`src/rtl/bcd_calc_sequencer.sv`:
```
// bcd_calc_sequencer: digit-serial packed-BCD add/subtract sequencer driving
// one shared single-digit BCD adder, least significant digit first.
// Optional build macro BCD_SEQ_SIGN_MAG_EN: a subtract borrow is converted to
// sign/magnitude by an extra FIX pass (neg=1); otherwise the borrow is flagged
// on ovf and the 10's-complement wrap is left in result.
module bcd_calc_sequencer #(
    parameter int unsigned DIGITS = 4
) (
    input  logic                  CLOCK_50,
    input  logic                  reset,
    input  logic                  start,
    input  logic                  op,
    input  logic [4*DIGITS-1:0]   a_bcd,
    input  logic [4*DIGITS-1:0]   b_bcd,
    output logic                  ready,
    output logic                  done,
    output logic [4*DIGITS-1:0]   result,
    output logic                  ovf,
    output logic                  neg,
    output logic                  err
);

    localparam int unsigned W     = 4 * DIGITS;
    localparam int unsigned IDX_W = $clog2(DIGITS);
    localparam logic [IDX_W-1:0] LAST_IDX = IDX_W'(DIGITS - 1);

    typedef enum logic [2:0] {
        IDLE  = 3'd0,
        CHECK = 3'd1,
        RUN   = 3'd2,
        FIX   = 3'd3,
        DONE  = 3'd4
    } state_t;

    state_t           state;
    logic [W-1:0]     a_q;
    logic [W-1:0]     b_q;
    logic             op_q;
    logic [IDX_W-1:0] idx;
    logic             carry;

    logic [3:0]       x_dig_c;
    logic [3:0]       y_dig_c;
    logic [4:0]       sum_c;
    logic [3:0]       dig_c;
    logic             cout_c;

    // True if any nibble of v is not a legal BCD digit.
    function automatic logic has_bad_digit(input logic [W-1:0] v);
        logic bad;
        bad = 1'b0;
        for (int i = 0; i < int'(DIGITS); i++) begin
            if (v[4*i +: 4] > 4'd9) bad = 1'b1;
        end
        return bad;
    endfunction

    // Shared one-digit BCD adder; operands selected by the current pass.
    always_comb begin
        x_dig_c = a_q[4*int'(idx) +: 4];
        y_dig_c = op_q ? (4'd9 - b_q[4*int'(idx) +: 4]) : b_q[4*int'(idx) +: 4];
        if (state == FIX) begin
            x_dig_c = 4'd0;
            y_dig_c = 4'd9 - result[4*int'(idx) +: 4];
        end
        sum_c  = 5'(x_dig_c) + 5'(y_dig_c) + 5'(carry);
        cout_c = (sum_c > 5'd9);
        dig_c  = cout_c ? 4'(sum_c - 5'd10) : sum_c[3:0];
    end

    // Sequencer state, operand latches and registered outputs.
    always_ff @(posedge CLOCK_50) begin
        if (reset) begin
            state  <= IDLE;
            a_q    <= '0;
            b_q    <= '0;
            op_q   <= 1'b0;
            idx    <= '0;
            carry  <= 1'b0;
            ready  <= 1'b1;
            done   <= 1'b0;
            result <= '0;
            ovf    <= 1'b0;
            err    <= 1'b0;
`ifdef BCD_SEQ_SIGN_MAG_EN
            neg    <= 1'b0;
`endif
        end else begin
            done <= 1'b0;
            case (state)
                IDLE: begin
                    if (start) begin
                        a_q    <= a_bcd;
                        b_q    <= b_bcd;
                        op_q   <= op;
                        result <= '0;
                        ovf    <= 1'b0;
                        err    <= 1'b0;
`ifdef BCD_SEQ_SIGN_MAG_EN
                        neg    <= 1'b0;
`endif
                        ready  <= 1'b0;
                        state  <= CHECK;
                    end
                end
                CHECK: begin
                    if (has_bad_digit(a_q) || has_bad_digit(b_q)) begin
                        err    <= 1'b1;
                        result <= '0;
                        done   <= 1'b1;
                        state  <= DONE;
                    end else begin
                        idx   <= '0;
                        carry <= op_q;
                        state <= RUN;
                    end
                end
                RUN: begin
                    result[4*int'(idx) +: 4] <= dig_c;
                    carry <= cout_c;
                    idx   <= idx + 1'b1;
                    if (idx == LAST_IDX) begin
                        if (!op_q) begin
                            ovf   <= cout_c;
                            done  <= 1'b1;
                            state <= DONE;
                        end else if (!cout_c) begin
`ifdef BCD_SEQ_SIGN_MAG_EN
                            idx   <= '0;
                            carry <= 1'b1;
                            state <= FIX;
`else
                            ovf   <= 1'b1;
                            done  <= 1'b1;
                            state <= DONE;
`endif
                        end else begin
                            done  <= 1'b1;
                            state <= DONE;
                        end
                    end
                end
                FIX: begin
`ifdef BCD_SEQ_SIGN_MAG_EN
                    result[4*int'(idx) +: 4] <= dig_c;
                    carry <= cout_c;
                    idx   <= idx + 1'b1;
                    if (idx == LAST_IDX) begin
                        neg   <= 1'b1;
                        ovf   <= 1'b0;
                        done  <= 1'b1;
                        state <= DONE;
                    end
`else
                    state <= IDLE;
                    ready <= 1'b1;
`endif
                end
                DONE: begin
                    ready <= 1'b1;
                    state <= IDLE;
                end
                default: begin
                    ready <= 1'b1;
                    state <= IDLE;
                end
            endcase
        end
    end

`ifndef BCD_SEQ_SIGN_MAG_EN
    assign neg = 1'b0;
`endif

endmodule

```
`config.mk`:
```
export PLATFORM = sky130hd
export DESIGN_NAME = bcd_calc_sequencer
export DESIGN_NICKNAME = d
export VERILOG_FILES = /design/src/rtl/bcd_calc_sequencer.sv
export SDC_FILE = /design/constraint.sdc
export NUM_CORES = 1
export LEC_CHECK = 0
export BUFFER_PORTS_ARGS = -buffer_cell sky130_fd_sc_hd__buf_2
export CAP_MARGIN = 0
export CORE_UTILIZATION = 55
export CTS_CLUSTER_DIAMETER = 80
export DETAILED_ROUTE_END_ITERATION = 7
export GPL_TIMING_DRIVEN = 0
export HOLD_SLACK_MARGIN = 0.05
export PLACE_DENSITY_LB_ADDON = 0.2
export SKIP_LAST_GASP = 1
export SYNTH_ARGS = -nofsm -noshare
export SYNTH_HDL_FRONTEND = slang
export SYNTH_SLANG_ARGS = --single-unit
export TNS_END_PERCENT = 5
```
`constraint.sdc`:
```
create_clock -name CLOCK_50 -period 6.3 [get_ports CLOCK_50]
set_clock_uncertainty 0.1 [all_clocks]
set_input_delay 0.63 -clock CLOCK_50 [delete_from_list [all_inputs] [get_ports CLOCK_50]]
set_output_delay 0.63 -clock CLOCK_50 [all_outputs]
set_load 0.05 [all_outputs]
```
After elaboration in Yosys (flattened, before gate mapping)
Index checks and enable logic that the tools add are counted.
{"block": "totals", "input_bits": 36, "regBits": 59, "mem_bits_rw": 0, "n_memories": 0, "output_inout_bits": 21, "word_cells": 95, "latch_bits": 0, "romBits": 0}
{"block": "classes", "n_eq_ne": 9, "order_cmp": 9, "n_bitwise": 1, "reduce_logical": 14, "n_mul": 0, "n_shift": 5, "n_mux": 39, "add_sub_neg": 7, "div_mod_pow": 0}
{"operator": "$pmux 16 s3", "count": 1}
{"operator": "$shiftx 16x5->4", "count": 3}
{"operator": "$neg 4->33", "count": 1}
{"operator": "$shift 4x33->16 const A", "count": 1}
{"operator": "$shiftx 4x33->16", "count": 1}
{"operator": "$gt 4x4->1 const B", "count": 8}
{"operator": "$mux 16", "count": 2}
{"operator": "$mux 1", "count": 20}
{"operator": "$bwmux 16", "count": 1}
{"operator": "$mux 4", "count": 4}
{"operator": "$pmux 1 s2", "count": 5}
{"operator": "$mux 3", "count": 3}
{"operator": "$pmux 3 s3", "count": 1}
{"operator": "$ne 2x2->1 const B", "count": 4}
{"operator": "$reduce_and 2->1", "count": 4}
{"operator": "$sub 4x4->4 const A", "count": 2}
{"operator": "$eq 3x2->1 const B", "count": 2}
{"operator": "$reduce_and 3->1", "count": 2}
{"operator": "$reduce_bool 2->1", "count": 3}
{"operator": "$add 4x4->5", "count": 1}
{"operator": "$add 5x1->5", "count": 1}
{"operator": "$gt 5x4->1 const B", "count": 1}
{"operator": "$pmux 2 s2", "count": 1}
{"operator": "$reduce_and 4->1", "count": 1}
{"operator": "other kinds (11)", "count": 11}

Longest topological paths before layout
Gate-level depths: netlist (run 1).
{"block": "depth", "word_depth": 11, "ltp_mapped": 14, "depth_no_buf": 12}

Least setup slack after synthesis (run 1)
OpenSTA, ideal clock, no wires.
{"block": "synth_timing", "path_type": "register -> register", "from": "register idx[0]", "to": "register ovf", "n_path_buf": 1, "stages_incl_launch_ff": 14, "slack_ns": 2.665, "setup_ns": 0.118, "required_ns": 6.082, "arrival_time_ns": 3.417, "synth_period_minus_slack_ns": 3.635, "path_cell_list": "dfxtp_1 > buf_4 > mux4_2 > xnor2_1 > mux2_2 > fa_1 > inv_1 > fa_1 > inv_1 > ha_1 > a22o_1 > o31ai_4 > or4b_1 > o2111a_1"}
{"block": "synth_between", "elab_chain_cells": 10, "word_cells_on_any_way": 18, "classes_between": "add/sub (4); order compare (1); eq/ne (3); shift (3); mux (6); reduce/logical (1)"}
{"element": "start, declared", "line_no": "39", "source": "logic [IDX_W-1:0] idx;"}
{"element": "start signal, assigned", "line_no": "121", "source": "idx <= idx + 1'b1;"}
{"element": "$shiftx 16x5->4", "line_no": "61", "source": "y_dig_c = op_q ? (4'd9 - b_q[4*int'(idx) +: 4]) : b_q[4*int'(idx) +: 4];"}
{"element": "$sub 4x4->4", "line_no": "61"}
{"element": "$mux 4", "line_no": "61"}
{"element": "$mux 4", "line_no": "62", "source": "if (state == FIX) begin"}
{"element": "$add 4x4->5", "line_no": "66", "source": "sum_c = 5'(x_dig_c) + 5'(y_dig_c) + 5'(carry);"}
{"element": "$add 5x1->5", "line_no": "66"}
{"element": "$gt 5x4->1", "line_no": "67", "source": "cout_c = (sum_c > 5'd9);"}
{"element": "$mux 1", "line_no": "123", "source": "if (!op_q) begin"}
{"element": "$mux 1", "line_no": "122", "source": "if (idx == LAST_IDX) begin"}
{"element": "$pmux 1 s2", "line_no": "90", "source": "case (state)"}
{"element": "end signal, assigned", "line_no": "124", "source": "ovf <= cout_c;"}
{"element": "end, declared", "line_no": "18", "source": "output logic ovf,"}
Parallel ways exist; a longest one is shown, timed or not. The select of a mux whose other input is x is not followed.
A chain may end at the register's enable or synchronous reset.

Final worst setup path (run 1)
{"block": "layout_timing", "from": "register idx[1]", "to": "register result[2]"}
{"block": "layout_between", "elab_chain_cells": 11, "word_cells_on_any_way": 18, "classes_between": "add/sub (6); order compare (1); shift (5); mux (6)"}
{"element": "$shiftx 16x5->4", "line_no": "61"}
{"element": "$sub 4x4->4", "line_no": "61"}
{"element": "$mux 4", "line_no": "61"}
{"element": "$mux 4", "line_no": "62"}
{"element": "$add 4x4->5", "line_no": "66"}
{"element": "$add 5x1->5", "line_no": "66"}
{"element": "$sub 4x4->4 or $gt 5x4->1 (tied branches)", "line_no": "68, 67"}
{"element": "$mux 4", "line_no": "68", "source": "dig_c = cout_c ? 4'(sum_c - 5'd10) : sum_c[3:0];"}
{"element": "$shiftx 4x33->16", "line_no": "119", "source": "result[4*int'(idx) +: 4] <= dig_c;"}
{"element": "$bwmux 16 *", "line_no": "119"}
{"element": "$pmux 16 s3 *", "line_no": "90"}
{"element": "end signal, assigned by index", "line_no": "119"}
{"element": "end, declared", "line_no": "17", "source": "output logic [4*DIGITS-1:0] result,"}
Every way passes the cells marked *; elsewhere a longest branch is shown, timed or not.

==> impl_metrics.json, run 1 <==
{
  "grt_remaining_overflow": 0,
  "syn_nets": 381,
  "power.switching_w": 0.0002969,
  "clock_path_buffers": 2,
  "vias_per_cell": 5.688,
  "synth_area_leaders": "dfxtp_1, nand2_1, mux4_2, a21oi_1, ha_1",
  "ant_nets": 0,
  "netlist_instances": 333,
  "die_y_um": 75.24,
  "fin_crit_ns": 4.222,
  "via_count": 2696,
  "nets": 447,
  "start_util_pct": 57.40,
  "power.share.switching_pct": 28.29,
  "critPathLaunchType": "register",
  "netlist.area_leader.share_pct": 40.03,
  "synth_cell_types": 46,
  "area_growth_pct": 20.48,
  "power.total_w": 0.001049,
  "fin_setup_tns_ns": 0,
  "fin_util_pct": 69.16,
  "yosysTopAreaCell": "dfxtp_1",
  "worst_slack_ns": 2.078,
  "async_flop_share_pct": 0,
  "synth-edff-count": 0,
  "dp_hpwl_mm": 5.203,
  "synth_flop_cell": "dfxtp_1",
  "clk_latency_ns": 0.34,
  "grt_pass1_vias": 2545,
  "diodes": 0,
  "grt_pass1_wl_mm": 11.38,
  "drt-initial-drc-count": 151,
  "yosysWarnings": 0,
  "drcViolationCount": 0,
  "critPathMaxFanout": 10,
  "combPwrFrac_pct": 20.8,
  "die_w_um": 75.24,
  "first_pass_iters": 5,
  "layout-drive-gt1-share_pct": 23.27,
  "relSlewSlack_pct": 55.00,
  "fin_crit_sh_pct": 67.02,
  "die_area_mm2": 0.005661,
  "power_density_mw_per_mm2": 295.2,
  "setup_viol": 0,
  "clockPowerShare_pct": 40.0,
  "synthTopCellsByCount": "nand2_1, dfxtp_1, a21oi_1, inv_1, o21ai_0",
  "syn_area_per_cell_um2": 8.860,
  "std_cell_rows": 26,
  "wl_mm": 7.137,
  "synth.yosys.seq_area_share_pct": 40.03,
  "crit_type": "reg -> reg",
  "grt_setup_unrepaired": "false",
  "io_pins": 57,
  "holdWs_ns": 0.3573,
  "port_buffers": 55,
  "endpoint_kind": "register",
  "ir_drop_mv": 0.1881,
  "cp.arrival_ns": 4.41,
  "cap_violations": 0,
  "worst_ep_required_time_ns": 6.48,
  "wl_per_cell_um": 15.06,
  "antenna_found_initial": 0,
  "tightest_slew_ns": 0.6644,
  "postCtsHoldBufs": 0,
  "outcome": "finished, final reports clean",
  "place_ws_ns": 2.074,
  "reg2reg_slack_ns": 2.08,
  "htree_levels": 3,
  "grtUsageTotal_pct": 27.49,
  "seq_power_share_pct": 39.2,
  "synth.cell_area_mm2": 0.002950,
  "clk_pin_slew_worst_paths_ns": 0.07,
  "synth_seq_cells": 59,
  "intPower_w": 0.0007526,
  "cts_setup_buffers": 0,
  "coreArea_mm2": 0.005140,
  "hold_class": "reg -> reg",
  "hold_viol": 0,
  "tritoncts": "done",
  "leakagePower_nw": 1.473,
  "yosys.cell_count.top_type": "nand2_1",
  "gp_congestion": 0.8989,
  "max_freq_ghz": 0.2368,
  "root_buffer": "clkbuf_8",
  "cts.sinks": 59,
  "grt_start_max_net_pins": 11,
  "drv_slew": 0,
  "cts_resized": 0,
  "tritoncts.num_buffers": 9
}
-- critical path, cell delays in order (launching register included) --
cell and delay (ns):
dfxtp_1 0.59, clkbuf_1 0.55, mux4_2 0.43, mux2_2 0.29, fa_1 0.38, inv_1 0.08
fa_1 0.20, xnor2_1 0.11, ha_1 0.24, a22o_1 0.25, o31ai_4 0.32, mux2i_1 0.44
a32o_1 0.19
-- cells by family (layout without fill, tap and decap cells) --
group / count (synthesis) / after routing / share of synthesized area, %
AO/OA/AOI/OAI: 89 / 89 / 19.64
buffers and inverters: 34 / 105 / 4.707
XOR/XNOR: 5 / 5 / 1.484
other: 1 / 1 / 0.1271
adder cells (fa/ha/maj): 12 / 12 / 5.598
flip-flops: 59 / 59 / 40.03
multiplexers: 16 / 16 / 10.56
AND/OR/NAND/NOR: 117 / 117 / 17.85
-- routing by layer --
| layer | wire length, um | global-route usage [%] | part of all wire [%] | vias to the layer above |
|---|---|---|---|---|
| li1 | - | - | - | 1313 |
| met1 | 2998 | 32.66 | 42 | 1276 |
| met2 | 3551 | 48.25 | 50 | 89 |
| met3 | 435 | 5.087 | 6.1 | 18 |
| met4 | 151 | 12.76 | 2.1 | 0 |
| met5 | 0 | 0 | 0 | - |
-- sequential cells by signal, indices dropped and copies added, names as in the netlist, 2 cells and up --
name / flops
idx: 2
a_q: 16
b_q: 16
result: 16
state: 3
-- metrics by stage --
step	cells	instance area, um^2
2_1_floorplan	333	2950
5_1_grt	474	3555
3_5_place_dp	458	3313
6_report	474	3555
4_1_cts	474	3555
3_3_place_gp	458	3313
-- cell usage in the layout, fill, tap and decap left out, types with 11 or more instances in the layout --
master / instances
dfxtp_1: 59
nand2_1: 76
o21ai_0: 15
clkbuf_1: 15
mux4_2: 12
buf_2: 58
a21oi_1: 43
a22o_1: 11
inv_1: 15
nor2_1: 14
-- power by group through the flow --
stage | clock network, W | registers [W] | logic, W
floorplan | 0 | 0.000424 | 0.000154
global placement | 0 | 0.000418 | 0.000211
detailed placement | 0 | 0.000419 | 0.000215
CTS | 0.000424 | 0.000410 | 0.000218
global route | 0.000441 | 0.000414 | 0.000242
finish | 0.000420 | 0.000411 | 0.000218
-- path summary, 6_finish.rpt --
path / startpoint / cells after the start / end
max: idx[1] / 12 / result[2]
min: err / 2 / err
max reg2reg: idx[1] / 12 / result[2]
min reg2reg: err / 2 / err
-- cell type report --
type                       instances  area (um^2)
inverter                          15        56.30
fill                             440         1585
clock inverter                     5        100.1
buffer                            19        82.58
sequential                        59         1181
multi-input combinational        240         1630
tap                               70        87.58
clock buffer                      11        141.4
timing repair buffer              55        275.3
Note: power is estimated with default switching activity, not from simulation.
==> run 2: changes to the inputs <==
==> constraint.sdc (replaced) <==
create_clock -name CLOCK_50 -period 3.9 [get_ports CLOCK_50]
set_clock_uncertainty 0.1 [all_clocks]
set_input_delay 0.39 -clock CLOCK_50 [delete_from_list [all_inputs] [get_ports CLOCK_50]]
set_output_delay 0.39 -clock CLOCK_50 [all_outputs]
set_load 0.05 [all_outputs]
==> run 2 against run 1 <==
Effect of this change:
- hold slack lost 0.18 ns
- via count increased by 1.7%
- sequential share of layout area decreased by 0.92 points
- global-route usage rose by 0.17 points
- flip-flop and latch count did not move
- register-to-register slack got worse by 2.0 ns
- first-iteration DRC count increased by 11%
- utilization increased by 2.1 points
- cell count rose by 1.3%
- final area is 3.1% higher
- die area unchanged
- non-clock buffer count grew 6
- critical path type unchanged
- critical endpoint unchanged
- largest cell class unchanged
- largest power group unchanged
==> impl_metrics.json, run 2 (synthesis gave the netlist of run 1 again) <==
{
  "dp_hpwl_mm": 5.203,
  "io_pins": 57,
  "area_growth_pct": 24.17,
  "setup_viol": 0,
  "cp_cell_sequence": "buf_6 -> mux4_2 -> xnor2_1 -> mux2_2 -> fa_2 -> inv_2 -> fa_2 -> inv_1 -> ha_2 -> a22o_4 -> o31ai_4 -> mux2i_4 -> a32o_1",
  "diodes": 0,
  "post_dp_cell_area_mm2": 0.003313,
  "ir_drop_mv": 0.3051,
  "port_buffers": 55,
  "place_ws_ns": -0.3262,
  "wl_per_cell_um": 15.36,
  "outcome": "finished, final reports clean",
  "std_cell_rows": 26,
  "grt_remaining_overflow": 0,
  "critPathLaunchType": "register",
  "power_density_mw_per_mm2": 480.1,
  "endpoint_kind": "register",
  "critPathMostFrequentCell": "fa_2",
  "tritoncts.num_buffers": 9,
  "gp_congestion": 0.8989,
  "start_util_pct": 57.40,
  "hold_viol": 0,
  "hold_class": "in -> reg",
  "fin_crit_ns": 3.774,
  "tightest_slew_ns": 0.6412,
  "die_y_um": 75.24,
  "clock_path_buffers": 2,
  "layout-drive-gt1-share_pct": 27.07,
  "die_area_mm2": 0.005661,
  "die_w_um": 75.24,
  "grtUsageTotal_pct": 27.66,
  "nets": 453,
  "root_buffer": "clkbuf_8",
  "clk_latency_ns": 0.34,
  "via_count": 2743,
  "layout_commonest_cell": "nand2_1",
  "crit_type": "reg -> reg",
  "grt_pass1_vias": 2559,
  "clk_pin_slew_worst_paths_ns": 0.07,
  "layout_common_cells": "nand2_1, buf_2, dfxtp_1, a21oi_1, o21ai_0",
  "wl_mm": 7.375,
  "coreArea_mm2": 0.005140,
  "htree_levels": 3,
  "fin_crit_sh_pct": 96.77,
  "grt_start_max_net_pins": 11,
  "worst_slack_ns": 0.1261,
  "tritoncts": "done",
  "cp.arrival_ns": 3.96,
  "cp_slowest_cell": "fa_2",
  "grt_pass1_wl_mm": 11.40,
  "relSlewSlack_pct": 56.58,
  "ant_nets": 0,
  "drt-initial-drc-count": 168,
  "cap_violations": 0,
  "reg_top3": "a_q: 16 flops, b_q: 16 flops, result: 16 flops",
  "max_freq_ghz": 0.2650,
  "holdWs_ns": 0.1745,
  "vias_per_cell": 5.715,
  "worst_ep_required_time_ns": 4.09,
  "leakagePower_nw": 1.515,
  "drv_slew": 0,
  "antenna_found_initial": 0,
  "finalInstanceArea_mm2": 0.003664,
  "critPathMaxFanout": 7,
  "drcViolationCount": 0,
  "critical_path.max_stage_delay_ns": 0.56,
  "first_pass_iters": 5,
  "cts.sinks": 59
}
## run 2: worst max-delay path: cells and delay by family (launching register included)
| kind | cells | cell delay (ns) |
|---|---|---|
| muxes | 3 | 1.07 |
| xor gates and xnor gates | 1 | 0.14 |
| AOI/OAI and AO/OA | 3 | 0.81 |
| adders and majority gates | 3 | 0.98 |
| buffers and inverters | 3 | 0.27 |
| DFF | 1 | 0.35 |
## run 2: layout make-up
| cell class | count | area (um^2) |
|---|---|---|
| multi-input cells | 240 | 1674 |
| fillers | 426 | 1476 |
| plain buffers | 19 | 100.1 |
| repair buffers | 61 | 320.3 |
| clock inverters | 5 | 100.1 |
| inverters | 15 | 56.30 |
| well taps | 70 | 87.58 |
| clock buffers | 11 | 141.4 |
| flip-flops and latches | 59 | 1184 |
## run 2: timing repair
| action | 4_1_cts | 5_1_grt |
|---|---|---|
| setup buffers | 2 | 4 |
| pin swaps | 1 | 6 |
| hold buffers | 0 | 0 |
| setup endpoints to repair | 14 | 13 |
| gates resized for setup | 7 | 12 |
## run 2: metal layers
layer / global-route usage [%] / wire (um)
met5: 0 / 0
met4: 13.99 / 197
met3: 5.622 / 517
met2: 47.35 / 3633
met1: 33.08 / 3027
## run 2: worst paths after layout
path | startpoint | to | slack, ns | cells past startpoint
worst min-delay path | a_bcd[11] | a_q[11] | 0.17 | 3
worst min register to register | err | err | 0.36 | 2
worst max register to register | idx[0] | result[2] | 0.13 | 13
worst max-delay path | idx[0] | result[2] | 0.13 | 13
## run 2: power by group
group | internal [W] | switching, W
clock | 0.000440 | 0.000242
sequential | 0.000639 | 0.0000254
combinational | 0.000174 | 0.000239
total | 0.00125 | 0.000506
## run 2: through the flow
stage / instances / utilization, % / TNS [ns] / power [W]
after floorplan: 333 / - / 0 / 0.0009337
after global placement: 458 / 64.46 / -2.354 / 0.001016
after detailed placement: 458 / 64.46 / -3.261 / 0.001024
after CTS: 476 / 69.82 / 0 / 0.001711
after global routing: 480 / 71.28 / -0.04170 / 0.001831
final: 480 / 71.28 / 0 / 0.001759
